==> src/rtl/fetch2_pkg.sv <==
// Shared types for the second fetch stage: queued packet layout and packing.
package fetch2_pkg;

  // One queued fetch packet, MSB first: pc, instr_0, instr_1, slot_v, pred, tgt.
  typedef struct packed {
    logic [31:0] pc;
    logic [31:0] instr_0;
    logic [31:0] instr_1;
    logic [1:0]  slot_v;
    logic [1:0]  pred;
    logic [31:0] tgt;
  } fq_entry_t;

  localparam int FQ_ENTRY_W = $bits(fq_entry_t);

  // Build a queue entry from a raw fetch packet. A taken slot 0 kills slot 1,
  // and the recorded target is that of the first taken slot (0 if none).
  function automatic fq_entry_t fq_pack(input logic [31:0] pc,
                                        input logic [63:0] rdata,
                                        input logic        pred_0,
                                        input logic        pred_1,
                                        input logic [31:0] tgt_0,
                                        input logic [31:0] tgt_1);
    fq_entry_t e;
    e.pc      = pc;
    e.instr_0 = rdata[31:0];
    e.instr_1 = rdata[63:32];
    e.slot_v  = {!pred_0, 1'b1};
    e.pred    = {pred_1 && !pred_0, pred_0};
    if (pred_0) begin
      e.tgt = tgt_0;
    end else if (pred_1) begin
      e.tgt = tgt_1;
    end else begin
      e.tgt = 32'h0;
    end
    return e;
  endfunction

endpackage

==> src/rtl/fetch_queue.sv <==
// Generic synchronous FIFO with flush. Storage is not reset; validity is
// tracked purely by the read/write pointers (extra MSB distinguishes full/empty).
module fetch_queue #(
  parameter int WIDTH = 8,
  parameter int DEPTH = 4
) (
  input  logic                   clock_i,
  input  logic                   reset_ni,
  input  logic                   push_i,
  input  logic                   pop_i,
  input  logic                   flush_i,
  input  logic [WIDTH-1:0]       data_i,
  output logic [WIDTH-1:0]       head_o,
  output logic                   full_o,
  output logic                   empty_o,
  output logic [$clog2(DEPTH):0] count_o
);

  localparam int IW = $clog2(DEPTH);
  localparam logic [IW:0] ONE_C = (IW+1)'(1);

  logic [IW:0]      wr_ptr_r;
  logic [IW:0]      rd_ptr_r;
  logic [IW:0]      count_r;
  logic [WIDTH-1:0] mem_r [DEPTH];

  // Pointer and occupancy bookkeeping; flush returns the queue to empty.
  always_ff @(posedge clock_i or negedge reset_ni) begin
    if (!reset_ni) begin
      wr_ptr_r <= '0;
      rd_ptr_r <= '0;
      count_r  <= '0;
    end else if (flush_i) begin
      wr_ptr_r <= '0;
      rd_ptr_r <= '0;
      count_r  <= '0;
    end else begin
      if (push_i) begin
        wr_ptr_r <= wr_ptr_r + ONE_C;
      end
      if (pop_i) begin
        rd_ptr_r <= rd_ptr_r + ONE_C;
      end
      case ({push_i, pop_i})
        2'b10:   count_r <= count_r + ONE_C;
        2'b01:   count_r <= count_r - ONE_C;
        default: count_r <= count_r;
      endcase
    end
  end

  // Entry storage write; a push that coincides with flush is discarded.
  always_ff @(posedge clock_i) begin
    if (push_i && !flush_i) begin
      mem_r[wr_ptr_r[IW-1:0]] <= data_i;
    end
  end

  assign empty_o = (wr_ptr_r == rd_ptr_r);
  assign full_o  = (wr_ptr_r[IW-1:0] == rd_ptr_r[IW-1:0]) && (wr_ptr_r[IW] != rd_ptr_r[IW]);
  assign count_o = count_r;

  // Head read; forced to zero when nothing is queued so stale storage never leaks.
  always_comb begin
    head_o = '0;
    if (!empty_o) begin
      head_o = mem_r[rd_ptr_r[IW-1:0]];
    end else begin
      head_o = '0;
    end
  end

endmodule

==> src/rtl/fetch2.sv <==
// Second fetch stage: masks the fetch packet by its predictions and queues it
// for decode, providing backpressure to fetch1 and flushing on redirect.
module fetch2
  import fetch2_pkg::*;
#(
  parameter int DEPTH = 4
) (
  input  logic                   clock_i,
  input  logic                   reset_ni,
  input  logic                   fetch_valid_i,
  output logic                   fetch_ready_o,
  input  logic [31:0]            pc_i,
  input  logic [63:0]            imem_rdata_i,
  input  logic                   pred_0_i,
  input  logic                   pred_1_i,
  input  logic [31:0]            pred_tgt_0_i,
  input  logic [31:0]            pred_tgt_1_i,
  input  logic                   flush_i,
  output logic                   out_valid_o,
  input  logic                   out_ready_i,
  output logic [31:0]            out_pc_o,
  output logic [31:0]            out_instr_0_o,
  output logic [31:0]            out_instr_1_o,
  output logic [1:0]             out_slot_v_o,
  output logic [1:0]             out_pred_o,
  output logic [31:0]            out_pred_tgt_o,
  output logic [$clog2(DEPTH):0] occupancy_o
);

  fq_entry_t entry_s;
  fq_entry_t head_s;
  logic      enq_s;
  logic      deq_s;
  logic      full_s;
  logic      empty_s;

  // Apply slot masking and target selection to the incoming packet.
  always_comb begin
    entry_s = fq_pack(pc_i, imem_rdata_i, pred_0_i, pred_1_i, pred_tgt_0_i, pred_tgt_1_i);
  end

  // A full queue still accepts when the head leaves in the same cycle.
  assign out_valid_o   = !empty_s;
  assign fetch_ready_o = !full_s || (out_valid_o && out_ready_i);
  assign enq_s         = fetch_valid_i && fetch_ready_o && !flush_i;
  assign deq_s         = out_valid_o && out_ready_i && !flush_i;

  fetch_queue #(
    .WIDTH (FQ_ENTRY_W),
    .DEPTH (DEPTH)
  ) u_queue (
    .clock_i  (clock_i),
    .reset_ni (reset_ni),
    .push_i   (enq_s),
    .pop_i    (deq_s),
    .flush_i  (flush_i),
    .data_i   (entry_s),
    .head_o   (head_s),
    .full_o   (full_s),
    .empty_o  (empty_s),
    .count_o  (occupancy_o)
  );

  assign out_pc_o       = head_s.pc;
  assign out_instr_0_o  = head_s.instr_0;
  assign out_instr_1_o  = head_s.instr_1;
  assign out_slot_v_o   = head_s.slot_v;
  assign out_pred_o     = head_s.pred;
  assign out_pred_tgt_o = head_s.tgt;

endmodule

==> config.mk <==
export PLATFORM = sky130hd
export DESIGN_NAME = fetch2
export DESIGN_NICKNAME = d
export VERILOG_FILES = /design/src/rtl/fetch2_pkg.sv /design/src/rtl/fetch_queue.sv /design/src/rtl/fetch2.sv
export SDC_FILE = /design/constraint.sdc
export NUM_CORES = 1
export LEC_CHECK = 0
export ABC_CLOCK_PERIOD_IN_PS = 8170
export CAP_MARGIN = 15
export CELL_PAD_IN_SITES_DETAIL_PLACEMENT = 0
export CELL_PAD_IN_SITES_GLOBAL_PLACEMENT = 1
export CORE_ASPECT_RATIO = 1.25
export CORE_MARGIN = 2
export CORE_UTILIZATION = 51
export DETAILED_ROUTE_END_ITERATION = 8
export PLACE_DENSITY_LB_ADDON = 0.25
export SLEW_MARGIN = 20
export SYNTH_ARGS = -nofsm -noshare
export SYNTH_HDL_FRONTEND = slang
export SYNTH_HIERARCHICAL = 1
export SYNTH_SLANG_ARGS = --single-unit
==> constraint.sdc <==
create_clock -name clock_i -period 8.17 [get_ports clock_i]
set_input_delay 1.634 -clock clock_i [delete_from_list [all_inputs] [get_ports clock_i]]
set_output_delay 1.634 -clock clock_i [all_outputs]
set_load 0.05 [all_outputs]
==> summary.md, run 1 <==
| Metric | Value |
|---|---|
| Detailed router's first-iteration violation count | `521` |
| Total power per unit cell area | `234 nW/µm²` |
| Average cell area after synthesis | `22.1 µm²` |
| Antenna violations before repair | `5` |
| Total instance count after detailed placement | `1755` |
| Via Count | `9953` |
| GR Util All Layers | `0.192` |
| Headroom to the max-slew limit | `0.275` |
| Leak | `0.00815 µW` |
| Worst hold slack | `0.556 ns` |
| DIE AREA | `42600 µm²` |
| Number of failing hold endpoints at the final stage | `0` |
| Number of fill cells in the layout | `2829` |
| Max frequency | `185 MHz` |
| Number of enable-type register cells in the synthesized netlist | `528` |
| # setup viols final | `0` |
| Flop and latch count out of synthesis | `537` |
| ANT nets after route | `0` |
| Number of cells on the worst hold path | `2` |
| Largest cells by area after synthesis | `edfxtp_1 76%, mux4_2 14%, nor2b_1 4.0%` |
| Post-synth top area share | `0.759` |
| Gate count after technology mapping | `944` |
| Number of buffers added by the clock tree synthesis step | `50` |
| Minimum clock period after layout | `5.42 ns` |
| Wirelength, routed | `40200 µm` |
| Overflow left after global routing | `0` |
| First-pass detailed-route iteration total | `5` |
| Post-detailed-placement half-perimeter wirelength | `23400 µm` |
| Total negative slack | `0 ns` |
| Initial Util | `0.519` |
| Biggest fanout along the worst timing path | `85` |
| Clock skew | `0.00954 ns` |
| H-tree depth reported by CTS | `2` |
| Library cell with the largest summed area after synthesis | `edfxtp_1` |
| Slew Limit Fails | `0` |
| Width of the chip | `185 µm` |
| Port Buffers | `303` |
| Fraction of final layout cells with drive strength greater than 1 | `0.173` |
| First-pass GRT wire length | `60800 µm` |
| Clock root buffer master | `clkbuf_16` |
| Max-cap violations | `0` |
| Unrepaired setup endpoints after global routing | `false` |
| Net total in the final layout | `1435` |
| Hold bufs inserted after CTS | `0` |
| Element type at the critical path end | `primary output` |
| Via count of the first global-routing pass | `10.5k` |
| DRC viols | `0` |
| Critical Path Start Type | `flop` |
| TritonCTS Sinks | `537` |
| Worst slew pin tran | `1.09 ns` |
| Share of synthesized flip-flops with an asynchronous set or reset | `0.0168` |
| Crit path kind | `flop to primary output` |
| Setup bufs post-CTS | `0` |
| Chip height | `230 µm` |
| Number of placement rows | `82` |
| Final Instance Area | `26100 µm²` |
| Maximum number of pins on one net before global-route repair | `86` |
| Outcome | `complete, no violations` |
| Maximum buffer depth of the clock tree | `3` |
| P&R area growth vs syn | `24.8%` |
| CTS tree | `yes` |
| Non-filler cells, final | `1848` |
| Worst endpoint required time | `6.54 ns` |
| Warnings, synthesis | `6` |
| Max rail drop VDD | `137 µV` |
| Clock-pin slew on the worst setup and hold paths | `0.06 ns` |
| Number of vias per cell | `5.39` |
| Number of instances resized during post-cts repair | `0` |
| Share of the clock period used by the worst path after layout | `0.663` |
| Clock latency of the later-clocked register in the worst-skew pair | `0.55 ns` |
| Top flip-flop cell by instance count after synthesis | `edfxtp_1` |
| Dpl cell area | `24400 µm²` |
| Register-to-Register Path Depth | `9` |
| Sequential element share of the synthesized area | `0.770` |
| Type of the tightest min-delay check | `flop to flop` |
| Cell area after technology mapping | `20900 µm²` |
| Area of the core region | `40200 µm²` |
| Final routed wire length divided by cell count | `21.8 µm` |
| Arrival time of data at the critical path endpoint | `3.78 ns` |
| RD Place Congestion | `0.736` |
| Boundary Pins | `304` |
| Number of distinct standard cells referenced by the synthesized netlist | `30` |
-- metal layers --
| layer | vias up | wire (µm) | track usage |
|---|---|---|---|
| met5 | - | 13 | 0 |
| met3 | 65 | 2660 | 0.0442 |
| met2 | 300 | 20200 | 0.313 |
| li1 | 4474 | - | - |
| met1 | 5112 | 16400 | 0.258 |
| met4 | 2 | 983 | 0.0630 |
-- state kept, by name, indices dropped and copies added, names as in the netlist --
signal and cells:
u_queue/mem_r 528, u_queue/count_o 3, u_queue/wr_ptr_r 3, u_queue/rd_ptr_r 3
-- final timing paths --
kind | start | to | slack (ns)
max in group asynchronous | reset_ni | u_queue/rd_ptr_r[0]$_DFFE_PN0P_ | 6.45
min in group asynchronous | reset_ni | u_queue/count_o[0]$_DFFE_PN0P_ | 1.38
hold reg to reg | u_queue/wr_ptr_r[2]$_DFFE_PN0P_ | u_queue/wr_ptr_r[2]$_DFFE_PN0P_ | 0.56
setup reg to reg | u_queue/rd_ptr_r[1]$_DFFE_PN0P_ | u_queue/mem_r[1][77]$_DFFE_PP_ | 3.72
hold / removal | u_queue/wr_ptr_r[2]$_DFFE_PN0P_ | u_queue/wr_ptr_r[2]$_DFFE_PN0P_ | 0.56
setup / recovery | u_queue/rd_ptr_r[1]$_DFFE_PN0P_ | fetch_ready_o | 2.75
-- area by class of cell --
type | count | area, µm² | share of cell area
well taps | 546 | 683 | 0.0262
clock buffers | 60 | 1350 | 0.0519
flip-flops and latches | 537 | 16100 | 0.617
multi-input cells | 352 | 4480 | 0.172
repair buffers | 317 | 3210 | 0.123
inverters | 4 | 15.0 | 0.000576
diodes | 4 | 10.0 | 0.000384
clock inverters | 28 | 238 | 0.00912
-- report_power, final --
| group | total [µW] | leakage (µW) | switching [µW] | internal, µW |
|---|---|---|---|---|
| logic | 781 | 0.00247 | 478 | 303 |
| registers | 3080 | 0.00490 | 13.2 | 3070 |
| clock network | 2240 | 0.000781 | 938 | 1300 |
| total | 6100 | 0.00815 | 1430 | 4670 |
-- kinds of logic after synthesis --
group	count (synthesis)	share of synthesized area
simple gates	164	0.0481
flops	537	0.770
mux	135	0.144
xor+xnor	9	0.00377
buf+inv	58	0.0168
other cells	1	0.000180
fa+ha+maj	6	0.00395
compound gates	34	0.0136
-- Yosys cell counts, types with 2 or more instances --
cell type	number
a22o_1	29
and2_1	5
buf_2	26
buf_6	13
clkbuf_1	13
dfrtp_1	9
edfxtp_1	528
ha_1	5
inv_1	4
mux2i_1	3
mux4_2	132
nand2_1	7
nand2b_1	2
nor2_1	10
nor2b_1	134
nor3b_1	2
o21ai_1	2
xnor2_1	3
xor2_1	6
-- layout by cell type, fill, tap and decap left out, drive strengths merged, types with 5 or more instances in the layout --
master         instances
nor2                  10
clkdlybuf4s50        303
dfrtp                  9
ha                     5
buf                   14
xor2                   6
and2                   5
nor2b                135
inv                    5
mux4                 132
clkinv                21
nand2                  7
a22o                  30
clkbuf                60
edfxtp               528
-- through the flow --
stage / power, µW / util / worst slack, ns
after CTS: 6170 / 0.647 / 2.37
after detailed placement: 3930 / 0.608 / 3.00
after floorplan: 3630 / - / 2.24
after global routing: 6310 / 0.648 / 2.46
final: 6100 / 0.648 / 2.75
after global placement: 3920 / 0.608 / 3.04
-- critical path: stages (launching register included) --
cell and delay, ns:
dfrtp_4 0.92, xor2_1 0.23, nor3_4 0.21, buf_4 0.84
nand2b_1 0.25, nand2_1 0.06, clkdlybuf4s50_1 0.70
Note: power is estimated with default switching activity, not from simulation.
==> run 2, diff against run 1 <==
--- a/config.mk
+++ b/config.mk
@@ -5,13 +5,13 @@
 export SDC_FILE = /design/constraint.sdc
 export NUM_CORES = 1
 export LEC_CHECK = 0
-export ABC_CLOCK_PERIOD_IN_PS = 8170
+export ABC_CLOCK_PERIOD_IN_PS = 5000
 export CAP_MARGIN = 15
 export CELL_PAD_IN_SITES_DETAIL_PLACEMENT = 0
 export CELL_PAD_IN_SITES_GLOBAL_PLACEMENT = 1
 export CORE_ASPECT_RATIO = 1.25
 export CORE_MARGIN = 2
-export CORE_UTILIZATION = 51
+export CORE_UTILIZATION = 47
 export DETAILED_ROUTE_END_ITERATION = 8
 export PLACE_DENSITY_LB_ADDON = 0.25
 export SLEW_MARGIN = 20
==> constraint.sdc (replaced) <==
create_clock -name clock_i -period 5 [get_ports clock_i]
set_input_delay 1 -clock clock_i [delete_from_list [all_inputs] [get_ports clock_i]]
set_output_delay 1 -clock clock_i [all_outputs]
set_load 0.05 [all_outputs]
==> run 2 against run 1 <==
Die area is 8.3% higher. Worst hold slack better by 0.013 ns. Critical path depth is 2 lower. Non-clock buffer count is 8 higher. Combinational power is 65% higher. Sequential share of layout area is 0.21 points lower. Power is 60% higher. Sequential power is 63% higher. Clock power is 55% higher. Worst setup slack worse by 1.9 ns. Critical path type unchanged.
==> summary.md, run 2 (synthesis gave the netlist of run 1 again) <==
| Metric | Value |
|---|---|
| Outcome | `complete, no violations` |
| Net total in the final layout | `1442 (+0.49%)` |
| Total negative slack | `0 ns (unchanged)` |
| Number of failing hold endpoints at the final stage | `0 (unchanged)` |
| Number of buffers added by the clock tree synthesis step | `49 (-2.0%)` |
| DIE AREA | `46200 µm² (+8.3%)` |
| Number of placement rows | `86 (+4.9%)` |
| H-tree depth reported by CTS | `2 (unchanged)` |
| Initial Util | `0.475 (-0.0447)` |
| Maximum buffer depth of the clock tree | `3 (unchanged)` |
| Clock skew | `0.0130 ns (+0.00350 ns)` |
| Hold bufs inserted after CTS | `0 (unchanged)` |
| Number of cells on the worst hold path | `2 (unchanged)` |
| Number of vias per cell | `5.31 (-1.4%)` |
| Boundary Pins | `304 (unchanged)` |
| Max frequency | `239 MHz` |
| Final routed wire length divided by cell count | `21.7 µm (-0.46%)` |
| CTS tree | `yes` |
| Maximum number of pins on one net before global-route repair | `135 (+57%)` |
| Area of the core region | `44000 µm² (+9.4%)` |
| Chip height | `240 µm (+4.1%)` |
| Worst endpoint required time | `4.00 ns (-2.54 ns)` |
| Fraction of final layout cells with drive strength greater than 1 | `0.171 (-0.00259)` |
| Setup bufs post-CTS | `0 (unchanged)` |
| Dpl cell area | `24700 µm² (+0.92%)` |
| Antenna violations before repair | `2 (-3)` |
| First-pass detailed-route iteration total | `4 (-1)` |
| Via Count | `9992 (+0.39%)` |
| Total power per unit cell area | `374 nW/µm² (+60%)` |
| Unrepaired setup endpoints after global routing | `false` |
| Biggest fanout along the worst timing path | `134 (+58%)` |
| GR Util All Layers | `0.178 (-0.0137)` |
| Max-cap violations | `0 (unchanged)` |
| Post-detailed-placement half-perimeter wirelength | `25000 µm (+6.8%)` |
| Worst slew pin tran | `0.853 ns (-0.234 ns)` |
| Arrival time of data at the critical path endpoint | `3.19 ns (-0.59 ns)` |
| Final Instance Area | `26200 µm² (+0.34%)` |
| RD Place Congestion | `0.702 (-4.6%)` |
| DRC viols | `0 (unchanged)` |
| Critical Path Start Type | `flop` |
| Register-to-Register Path Depth | `7 (-2)` |
| Clock root buffer master | `clkbuf_16` |
| Max rail drop VDD | `278 µV (+100%)` |
| Minimum clock period after layout | `4.19 ns` |
| Number of instances resized during post-cts repair | `0 (unchanged)` |
| Clock latency of the later-clocked register in the worst-skew pair | `0.56 ns (about the same)` |
| Leading cell type in the layout, fill and taps excluded | `edfxtp_1` |
| # setup viols final | `0 (unchanged)` |
| First-pass GRT wire length | `60900 µm (about the same)` |
| Width of the chip | `193 µm (+4.1%)` |
| Detailed router's first-iteration violation count | `575 (+10%)` |
| Headroom to the max-slew limit | `0.431 (+0.156)` |
| Clock-pin slew on the worst setup and hold paths | `0.06 ns (about the same)` |
| Flip-flop count of the largest register after layout | `528 (unchanged)` |
| Wirelength, routed | `40800 µm (+1.3%)` |
| Via count of the first global-routing pass | `10.2k (-2.2%)` |
| Slew Limit Fails | `0 (unchanged)` |
| ANT nets after route | `0 (unchanged)` |
| Crit path kind | `flop to primary output` |
| Share of the clock period used by the worst path after layout | `0.838` |
| Type of the tightest min-delay check | `flop to flop` |
| TritonCTS Sinks | `537 (unchanged)` |
| P&R area growth vs syn | `25.2%` |
| Element type at the critical path end | `primary output` |
| Commonest cells after routing, fill and taps aside | `528 x edfxtp_1, 303 x clkdlybuf4s50_1, 134 x nor2b_1` |
| Port Buffers | `303 (unchanged)` |
| Overflow left after global routing | `0 (unchanged)` |
| Leak | `0.00815 µW (about the same)` |
==> run 2: cell type report <==
| type | count | area (µm²) |
|---|---|---|
| fillers | 3252 | 17800 |
| repair buffers | 325 | 3370 |
| diodes | 3 | 7.51 |
| well taps | 572 | 716 |
| clock inverters | 21 | 146 |
| flip-flops and latches | 537 | 16100 |
| clock buffers | 67 | 1340 |
| multi-input cells | 352 | 4480 |
| inverters | 4 | 15.0 |
==> run 2: final timing paths <==
kind	from	endpoint	slack, ns
hold reg to reg	u_queue/rd_ptr_r[2]$_DFFE_PN0P_	u_queue/rd_ptr_r[2]$_DFFE_PN0P_	0.57
setup reg to reg	u_queue/rd_ptr_r[0]$_DFFE_PN0P_	u_queue/mem_r[3][89]$_DFFE_PP_	1.46
setup / recovery	u_queue/rd_ptr_r[1]$_DFFE_PN0P_	out_pred_tgt_o[2]	0.81
min in group asynchronous	reset_ni	u_queue/count_o[1]$_DFFE_PN0P_	0.75
max in group asynchronous	reset_ni	u_queue/rd_ptr_r[0]$_DFFE_PN0P_	3.91
hold / removal	u_queue/rd_ptr_r[2]$_DFFE_PN0P_	u_queue/rd_ptr_r[2]$_DFFE_PN0P_	0.57
==> run 2: worst max-delay path, cell delays in order, from the launching register on <==
cell,delay [ns]
dfrtp_4,0.43
buf_12,0.59
mux4_2,0.33
nor2b_1,0.29
clkdlybuf4s50_1,0.88
==> run 2: report_power, final <==
group          total (µW)  internal [µW]  switching [µW]  leakage, µW
registers            5030           5020            16.4      0.00490
clock network        3470           1970            1500     0.000719
logic                1290            499             788      0.00253
==> run 2: layer usage <==
metal  GRT usage  share of wire  vias to the layer above
li1            -              -                     4488
met4      0.0430          0.015                        4
met3      0.0407          0.068                       48
met2       0.290           0.50                      287
met1       0.246           0.42                     5165
met5           0        0.00066                        -
==> run 2: stage by stage <==
step	util	cells	hold slack (ns)	total power, µW	worst slack, ns
2_1_floorplan	-	947	0.523	5930	1.05
3_3_place_gp	0.561	1790	0.542	6430	0.596
3_5_place_dp	0.561	1790	0.546	6440	0.548
4_1_cts	0.594	1878	0.569	9910	0.725
5_1_grt	0.594	1878	0.611	10100	0.672
6_report	0.594	1881	0.570	9780	0.812
==> run 3, diff against run 2 <==
--- a/config.mk
+++ b/config.mk
@@ -5,7 +5,7 @@
 export SDC_FILE = /design/constraint.sdc
 export NUM_CORES = 1
 export LEC_CHECK = 0
-export ABC_CLOCK_PERIOD_IN_PS = 5000
+export ABC_CLOCK_PERIOD_IN_PS = 4150
 export CAP_MARGIN = 15
 export CELL_PAD_IN_SITES_DETAIL_PLACEMENT = 0
 export CELL_PAD_IN_SITES_GLOBAL_PLACEMENT = 1
==> constraint.sdc (replaced) <==
create_clock -name clock_i -period 4.15 [get_ports clock_i]
set_input_delay 0.83 -clock clock_i [delete_from_list [all_inputs] [get_ports clock_i]]
set_output_delay 0.83 -clock clock_i [all_outputs]
set_load 0.05 [all_outputs]
==> run 3 against run 2 <==
Cell count grew 0.48%. Critical endpoint is now out_instr_1_o[9]. Die area is the same. Worst setup slack lost 0.69 ns. Largest power group unchanged. Largest cell class unchanged. Register-to-register slack lost 0.43 ns. Combinational power grew 20%.
==> summary.md, run 3 (synthesis gave the netlist of run 1 again) <==
| Metric | Value |
|---|---|
| Outcome | `complete, no violations` |
| Biggest fanout along the worst timing path | `134 (unchanged)` |
| Non-filler cells, final | `1890 (+0.48%)` |
| Cell-by-cell trace of the critical path | `buf_12 -> mux4_2 -> nor2b_1 -> clkdlybuf4s50_1` |
| Detailed router's first-iteration violation count | `457 (-21%)` |
| First-pass GRT wire length | `62400 µm (+2.4%)` |
| Worst hold slack | `0.572 ns (+0.00200 ns)` |
| Worst endpoint required time | `3.32 ns (-0.68 ns)` |
| Overall power after layout | `12200 µW (+25%)` |
| Setup ws final | `0.125 ns (-0.687 ns)` |
| DRC viols | `0 (unchanged)` |
| Arrival time of data at the critical path endpoint | `3.19 ns (about the same)` |
| GR Util All Layers | `0.183 (+0.00464)` |
| Number of buffers added by the clock tree synthesis step | `49 (unchanged)` |
| Fraction of final layout cells with drive strength greater than 1 | `0.212 (+0.0411)` |
| Max stage delay on crit path | `0.86 ns (-0.02 ns)` |
| Slew Limit Fails | `0 (unchanged)` |
| Headroom to the max-slew limit | `0.410 (-0.0213)` |
| ANT nets after route | `0 (unchanged)` |
| Total negative slack | `0 ns (unchanged)` |
| Share of the clock period used by the worst path after layout | `0.970` |
| WP buf/inv | `2 (unchanged)` |
| Flip-flop count of the largest register after layout | `528 (unchanged)` |
| Post-detailed-placement half-perimeter wirelength | `25600 µm (+2.5%)` |
| Via count of the first global-routing pass | `10.5k (+2.9%)` |
| Port Buffers | `303 (unchanged)` |
| Chip height | `240 µm (unchanged)` |
| Area of the core region | `44000 µm² (unchanged)` |
| Category of cells accounting for the largest share of critical-path delay | `buffers and inverters` |
| Element type at the critical path end | `primary output` |
| # setup viols final | `0 (unchanged)` |
| Total power per unit cell area | `463 nW/µm² (+24%)` |
| First-pass detailed-route iteration total | `4 (unchanged)` |
| Critical Path Start Type | `flop` |
| Max rail drop VDD | `295 µV (+6.1%)` |
| Leading cell type in the layout, fill and taps excluded | `edfxtp_1` |
| Antenna violations before repair | `3 (+1)` |
| Boundary Pins | `304 (unchanged)` |
| Maximum buffer depth of the clock tree | `3 (unchanged)` |
| Commonest cells after routing, fill and taps aside | `528 x edfxtp_1, 270 x clkdlybuf4s50_1, 134 x nor2b_1` |
| Minimum clock period after layout | `4.02 ns` |
| Setup bufs post-CTS | `0 (unchanged)` |
| Clock-pin slew on the worst setup and hold paths | `0.06 ns (about the same)` |
| Net total in the final layout | `1454 (+0.83%)` |
| Number of failing hold endpoints at the final stage | `0 (unchanged)` |
| Via Count | `10.1k (+1.4%)` |
| Number of vias per cell | `5.36 (+0.88%)` |
| Number of instances resized during post-cts repair | `0 (unchanged)` |
| Width of the chip | `193 µm (unchanged)` |
| Type of the tightest min-delay check | `flop to flop` |
| Unrepaired setup endpoints after global routing | `false` |
| Clock skew | `0.0153 ns (+0.00224 ns)` |
| Clock latency of the later-clocked register in the worst-skew pair | `0.56 ns (about the same)` |
| Number of placement rows | `86 (unchanged)` |
| H-tree depth reported by CTS | `2 (unchanged)` |
| Maximum number of pins on one net before global-route repair | `135 (unchanged)` |
| CTS tree | `yes` |
| Post-Place Worst Slack | `0.704 ns (+0.157 ns)` |
| P&R area growth vs syn | `26.2%` |
| Hold bufs inserted after CTS | `0 (unchanged)` |
| RD Place Congestion | `0.717 (+2.1%)` |
| DIE AREA | `46200 µm² (unchanged)` |
| Leak | `0.00835 µW (+2.4%)` |
| Crit-path slowest cell | `clkdlybuf4s50_1` |
| Initial Util | `0.475 (unchanged)` |
| Worst slew pin tran | `0.885 ns (+0.0320 ns)` |
| Max-cap violations | `0 (unchanged)` |
| Overflow left after global routing | `0 (unchanged)` |
| Max frequency | `248 MHz` |
| Crit path kind | `flop to primary output` |
| Clock root buffer master | `clkbuf_16` |
| Total instance count after detailed placement | `1802 (+0.67%)` |
| Final routed wire length divided by cell count | `22.1 µm (+1.8%)` |
| TritonCTS Sinks | `537 (unchanged)` |
| Wirelength, routed | `41700 µm (+2.3%)` |
-- run 3: changes by cell type in the layout (fill, tap and decap cells not counted), sizes merged --
cell and change:
clkdlybuf4s50 -33, clkinv -7, diode -2, buf +45, clkinvlp +6, clkbuf -6, bufinv +6
-- run 3: layout make-up --
cell class                      count  area (µm²)
Fill cell                        3222       17600
Sequential cell                   537       16100
Multi-Input combinational cell    352        4480
Timing Repair Buffer              337        3420
Clock buffer                       61        1300
Tap cell                          572         716
Clock inverter                     26         343
Inverter                            4        15.0
Antenna cell                        1        2.50
-- run 3: tightest hold or removal path, cell delays in order, from the launching register on --
cell and delay, ns:
dfrtp_1 0.37, xor2_1 0.08, nor2_1 0.08
-- run 3: path summary, 6_finish.rpt --
kind,endpoint,cells past startpoint,slack [ns],startpoint
hold / removal,u_queue/rd_ptr_r[2]$_DFFE_PN0P_,2,0.57,u_queue/rd_ptr_r[2]$_DFFE_PN0P_
setup / recovery,out_instr_1_o[9],4,0.13,u_queue/rd_ptr_r[1]$_DFFE_PN0P_
min in group asynchronous,u_queue/count_o[1]$_DFFE_PN0P_,1,0.59,reset_ni
setup reg to reg,u_queue/mem_r[1][62]$_DFFE_PP_,8,1.03,u_queue/rd_ptr_r[0]$_DFFE_PN0P_
max in group asynchronous,u_queue/rd_ptr_r[0]$_DFFE_PN0P_,1,3.22,reset_ni
hold reg to reg,u_queue/rd_ptr_r[2]$_DFFE_PN0P_,2,0.57,u_queue/rd_ptr_r[2]$_DFFE_PN0P_
-- run 3: metrics by stage --
step                      utilization  instance area [µm²]
after floorplan                     -                20900
after global placement          0.562                24700
after detailed placement        0.562                24700
after CTS                       0.599                26400
after global routing            0.599                26400
final                           0.599                26400
-- run 3: metal layers --
layer	global-route usage	wire length, µm	vias up
met5	0	30	-
met4	0.0588	1130	4
met3	0.0418	2520	80
met2	0.309	21100	275
met1	0.234	16900	5260
li1	-	-	4509
-- run 3: where the power goes --
| part | total (µW) | switching (µW) | internal, µW |
|---|---|---|---|
| clock | 4580 | 1860 | 2720 |
| combinational | 1550 | 947 | 603 |
| sequential | 6070 | 23.5 | 6040 |
| total | 12200 | 2830 | 9360 |
